<file path="src/rtl/elevator_status_tx.sv">
// UART 8N1 status reporter: header, one byte per occupied RAM slot, optional XOR checksum, 0xFF terminator.
// Optional feature: define STATUS_TX_CHECKSUM_EN to send the running XOR before the terminator.
module elevator_status_tx #(
    parameter int CICLOS_BIT = 434,
    parameter int N_ENTRADAS = 16
) (
    input  logic       clock,
    input  logic       reset,
    input  logic       iniciar,
    input  logic [1:0] andar_atual,
    input  logic       sobe,
    input  logic       ram_valido,
    input  logic [1:0] ram_tipo,
    input  logic [1:0] ram_destino,
    output logic [3:0] ram_addr,
    output logic       TX,
    output logic       ocupado,
    output logic       pronto,
    output logic [3:0] db_estado
);

    localparam int               CNT_W       = (CICLOS_BIT > 1) ? $clog2(CICLOS_BIT) : 1;
    localparam logic [CNT_W-1:0] CNT_ULTIMO  = CNT_W'(CICLOS_BIT - 1);
    localparam logic [3:0]       ADDR_ULTIMO = 4'(N_ENTRADAS - 1);

    typedef enum logic [3:0] {
        IDLE    = 4'd0,
        CARREGA = 4'd1,
        START   = 4'd2,
        DADOS   = 4'd3,
        STOP    = 4'd4,
        FIM     = 4'd5
    } estado_t;

    typedef enum logic [1:0] {
        F_HEADER,
        F_ENTRADA,
        F_TERMINADOR,
        F_CONCLUIDO
    } fase_t;

    estado_t          r_estado;
    estado_t          w_prox;
    fase_t            r_fase;
    logic [7:0]       r_shift;
    logic [CNT_W-1:0] r_ciclo;
    logic [2:0]       r_bit;
    logic [3:0]       r_addr;
    logic             r_scan_cheio;
    logic [1:0]       r_andar_snap;
    logic             r_sobe_snap;
    logic             r_tx;
    logic             r_pronto;
    logic             w_fim_bit;
    logic             w_tx_prox;
    logic [7:0]       w_byte_header;
    logic [7:0]       w_byte_entrada;
    logic [7:0]       w_byte_pos_scan;
    fase_t            w_fase_pos_scan;

`ifdef STATUS_TX_CHECKSUM_EN
    logic [7:0] r_chk;
    assign w_byte_pos_scan = r_chk;
    assign w_fase_pos_scan = F_TERMINADOR;
`else
    assign w_byte_pos_scan = 8'hFF;
    assign w_fase_pos_scan = F_CONCLUIDO;
`endif

    assign w_fim_bit      = (r_ciclo == CNT_ULTIMO);
    assign w_byte_header  = {4'hA, 1'b0, r_sobe_snap, r_andar_snap};
    assign w_byte_entrada = {2'b01, ram_tipo, ram_destino, r_andar_snap};

    assign ram_addr  = r_addr;
    assign TX        = r_tx;
    assign pronto    = r_pronto;
    assign db_estado = r_estado;

    always_ff @(posedge clock or negedge reset) begin
        if (!reset) begin
            r_estado <= IDLE;
        end else begin
            r_estado <= w_prox;
        end
    end

    always_comb begin
        w_prox = r_estado;
        case (r_estado)
            IDLE:    if (iniciar) w_prox = CARREGA;
            CARREGA: w_prox = START;
            START:   if (w_fim_bit) w_prox = DADOS;
            DADOS:   if (w_fim_bit && (r_bit == 3'd7)) w_prox = STOP;
            STOP:    if (w_fim_bit) w_prox = (r_fase == F_CONCLUIDO) ? FIM : CARREGA;
            FIM:     w_prox = IDLE;
            default: w_prox = IDLE;
        endcase
    end

    // The line is re-registered one cycle behind the state so TX is glitch-free and resets high asynchronously.
    always_comb begin
        w_tx_prox = 1'b1;
        ocupado   = (r_estado != IDLE);
        case (r_estado)
            START:   w_tx_prox = 1'b0;
            DADOS:   w_tx_prox = r_shift[0];
            default: w_tx_prox = 1'b1;
        endcase
    end

    always_ff @(posedge clock or negedge reset) begin
        if (!reset) begin
            r_tx         <= 1'b1;
            r_pronto     <= 1'b0;
            r_fase       <= F_HEADER;
            r_shift      <= 8'h00;
            r_ciclo      <= '0;
            r_bit        <= 3'd0;
            r_addr       <= 4'd0;
            r_scan_cheio <= 1'b0;
            r_andar_snap <= 2'd0;
            r_sobe_snap  <= 1'b0;
`ifdef STATUS_TX_CHECKSUM_EN
            r_chk        <= 8'h00;
`endif
        end else begin
            r_tx     <= w_tx_prox;
            r_pronto <= (r_estado == FIM);
            case (r_estado)
                IDLE: begin
                    if (iniciar) begin
                        r_andar_snap <= andar_atual;
                        r_sobe_snap  <= sobe;
                        r_addr       <= 4'd0;
                        r_scan_cheio <= 1'b0;
                        r_fase       <= F_HEADER;
`ifdef STATUS_TX_CHECKSUM_EN
                        r_chk        <= 8'h00;
`endif
                    end
                end
                CARREGA: begin
                    r_ciclo <= '0;
                    r_bit   <= 3'd0;
                    case (r_fase)
                        F_HEADER: begin
                            r_shift <= w_byte_header;
                            r_fase  <= F_ENTRADA;
`ifdef STATUS_TX_CHECKSUM_EN
                            r_chk   <= r_chk ^ w_byte_header;
`endif
                        end
                        F_ENTRADA: begin
                            // Last slot holds the address at N-1 instead of wrapping; a flag ends the scan.
                            if (ram_valido && !r_scan_cheio) begin
                                r_shift <= w_byte_entrada;
`ifdef STATUS_TX_CHECKSUM_EN
                                r_chk   <= r_chk ^ w_byte_entrada;
`endif
                                if (r_addr == ADDR_ULTIMO) begin
                                    r_scan_cheio <= 1'b1;
                                end else begin
                                    r_addr <= r_addr + 4'd1;
                                end
                            end else begin
                                r_shift <= w_byte_pos_scan;
                                r_fase  <= w_fase_pos_scan;
                            end
                        end
                        F_TERMINADOR: begin
                            r_shift <= 8'hFF;
                            r_fase  <= F_CONCLUIDO;
                        end
                        default: r_shift <= 8'hFF;
                    endcase
                end
                START, STOP: begin
                    r_ciclo <= w_fim_bit ? '0 : r_ciclo + CNT_W'(1);
                end
                DADOS: begin
                    if (w_fim_bit) begin
                        r_ciclo <= '0;
                        r_shift <= {1'b0, r_shift[7:1]};
                        r_bit   <= r_bit + 3'd1;
                    end else begin
                        r_ciclo <= r_ciclo + CNT_W'(1);
                    end
                end
                default: ;
            endcase
        end
    end

endmodule

</file>
<file path="config.mk">
export PLATFORM = sky130hd
export DESIGN_NAME = elevator_status_tx
export DESIGN_NICKNAME = d
export VERILOG_FILES = /design/src/rtl/elevator_status_tx.sv
export SDC_FILE = /design/constraint.sdc
export NUM_CORES = 1
export LEC_CHECK = 0
export ABC_AREA = 1
export BUFFER_PORTS_ARGS = -buffer_cell sky130_fd_sc_hd__buf_2
export CORE_MARGIN = 2
export CORE_UTILIZATION = 48
export DETAILED_ROUTE_END_ITERATION = 16
export PLACE_DENSITY = 0.67
export SYNTH_ARGS = -nofsm -noshare
export SYNTH_HDL_FRONTEND = slang
export SYNTH_SLANG_ARGS = --single-unit
</file>
<file path="constraint.sdc">
create_clock -name clock -period 2.1 [get_ports clock]
set_clock_uncertainty 0.1 [all_clocks]
set_input_delay 0.42 -clock clock [delete_from_list [all_inputs] [get_ports clock]]
set_output_delay 0.42 -clock clock [all_outputs]
set_load 0.1 [all_outputs]
</file>
==> out/results.txt <==
Post-DP HPWL: 3270 um
post-synthesis cell count: 284
pin count of the biggest net entering global routing: 31
Tmin final: 2.01 ns
Congestion Overflow GR: 0
initial antenna violation count: 0
GR Util All Layers: 19.7%
Rows: 24
Crit Path Category: flop to output pin
Max rail drop VDD: 0.000973 V
setup_tns: 0 ns
MaxCap Viol Count: 0
critical-path maximum fanout: 7
hold buffer count at CTS: 0
Detail Route Antenna Nets: 0
maximum buffer depth of the clock tree: 2
worst skew pair latency: 0.30 ns
initial core utilization: 49.4%
height of the chip: 70.7 um
CTS tree: yes
synthesized cell area: 2140 sq um
ranking of synthesized cells by area: dfrtp_1 (40%), nand2_1 (16%), nand3_1 (10%)
Worst EP required: 1.58 ns
Post-CTS Setup Bufs: 0
CP startpoint kind: flop
endpoint type of the worst setup path: output pin
register-to-register setup slack: 0.40 ns
pre-CTS setup slack: 0.346 ns
largest area contributor in the netlist: dfrtp_1
fraction of layout cells with a size suffix above 1: 18.1%
CTS Sinks: 35
Root Driver: clkbuf_8
CP arrival: 1.49 ns
final setup vio count: 0
CTS H-Tree Depth: 2
sequential share of the synthesized area: 41.1%
Final Max Slew Viols: 0
Port-buffer cells: 20
P_leak: 1.30 nW
# diodes: 0
post-layout util: 56.1%
DRC: 0
max_slew headroom: 54.9%
placed cell count: 353
Core Area: 4320 sq um
total power: 4.02 mW
post-route setup slack: 0.0873 ns
Yosys cell types: 31
Yosys top cell area share: 39.8%
most common cell after layout, fill and taps aside: nand2_1
Nets: 329
Vias/cell: 5.04
WL/cell: 12.4 um
clock-pin slew on the worst setup and hold paths: 0.08 ns
Fill cells: 425
power per cell area: 1660 nW/um^2
Fin Hold WS: 0.0510 ns
I/O pin count: 22
placed instance area: 2300 sq um
vias: 1,819
DR iter-0 viols: 76
post-route cell area: 2420 sq um
die area: 5000 sq um
commonest cells after routing, fill and taps aside: nand2_1 (90), nand3_1 (44), dfrtp_1 (31)
Final Hold Fails: 0
Die Wd: 70.7 um
Ys Warns: 0
worst hold path class: input pin to asynchronous set/reset pin
outcome: finished clean
DRT Pass-1 Iters: 4
final std cells w/o fill: 361
first-pass GRT wire length: 7930 um
total wire length: 4490 um
Max Fclk: 497 MHz
post-synthesis register bit count: 35
Placer Congestion: 0.810
final worst-path cycle share: 95.8%
RSZ-0062 raised after global routing: no
syn_area_per_cell: 7.52 sq um
syn nets: 305
vias in the first global route: 1,826
clock buffer count from CTS: 5
P&R area growth vs syn: 13.5%
worst-margin pin slew: 0.677 ns
## final cells by class
cell class	instances	area, sq um	area share [%]
multi-input combinational	210	1100	45.4
sequential	35	886	36.5
inverter	33	130	5.37
timing repair buffer	23	125	5.16
clock buffer	6	82.6	3.41
tap	52	65.1	2.68
clock inverter	2	35.0	1.44
## worst paths after layout
| path | end | cells past startpoint | start |
|---|---|---|---|
| worst min register to register | r_scan_cheio$_DFFE_PN0P_ | 2 | r_scan_cheio$_DFFE_PN0P_ |
| worst max-delay path | ocupado | 5 | db_estado[2]$_DFFE_PN0P_ |
| worst max register to register | r_ciclo[7]$_DFFE_PN0P_ | 9 | r_ciclo[1]$_DFFE_PN0P_ |
| worst min-delay path | r_ciclo[3]$_DFFE_PN0P_ | 1 | reset |
| max in group asynchronous | r_shift[6]$_DFFE_PN0P_ | 2 | reset |
| min in group clock | r_andar_snap[1]$_DFFE_PN0P_ | 3 | andar_atual[1] |
## Yosys cell counts, drive strengths merged
cell type and count:
o21bai 1, nor3b 1, conb 1, or2 6
nor2 19, o21ai 17, dfstp 1, nand3b 2
buf 6, nor3 1, dfrtp 34, nand3 45
inv 33, a21oi 3, nand4 9, nand2 95
ha 10
## power breakdown
group	internal [mW]	total (mW)	switching, mW
logic	0.608	2.21	1.61
clock network	0.384	0.647	0.263
registers	0.926	1.16	0.231
total	1.92	4.02	2.10
## sequential cells by signal (all words and copies together) (netlist names)
name and flops:
TX 1, db_estado 3, pronto 1, r_andar_snap 2
r_bit 3, r_ciclo 9, r_fase 2, r_scan_cheio 1
r_shift 8, r_sobe_snap 1, ram_addr 4
## layer usage
layer | GRT usage [%] | up-vias | routed length, um
li1 | - | 960 | -
met1 | 25.7 | 822 | 2190
met2 | 31.8 | 30 | 2080
met3 | 4.84 | 7 | 149
met4 | 7.97 | 0 | 72
met5 | 0 | - | 0
## what timing repair did
item / 4_1_cts / 5_1_grt
setup endpoints to repair: 0 / 1
resized for setup: 0 / 2
hold endpoints to repair: 0 / 0
## worst max-delay path: stages, from the launching register on
cell,delay [ns]
dfrtp_4,0.52
inv_2,0.10
nand2_1,0.09
nor2_4,0.13
clkinvlp_4,0.12
buf_4,0.24
## logic make-up (layout without fill, tap and decap cells)
logic type	Yosys count	after routing	share of synthesized area (%)
DFF	35	35	41.1
buffers and inverters	39	64	8.26
other	1	1	0.176
and+or+nand+nor	178	178	39.4
adders and majority gates	10	10	5.86
AOI/OAI and AO/OA	21	21	5.21
Power figures use the tool's default switching activity.
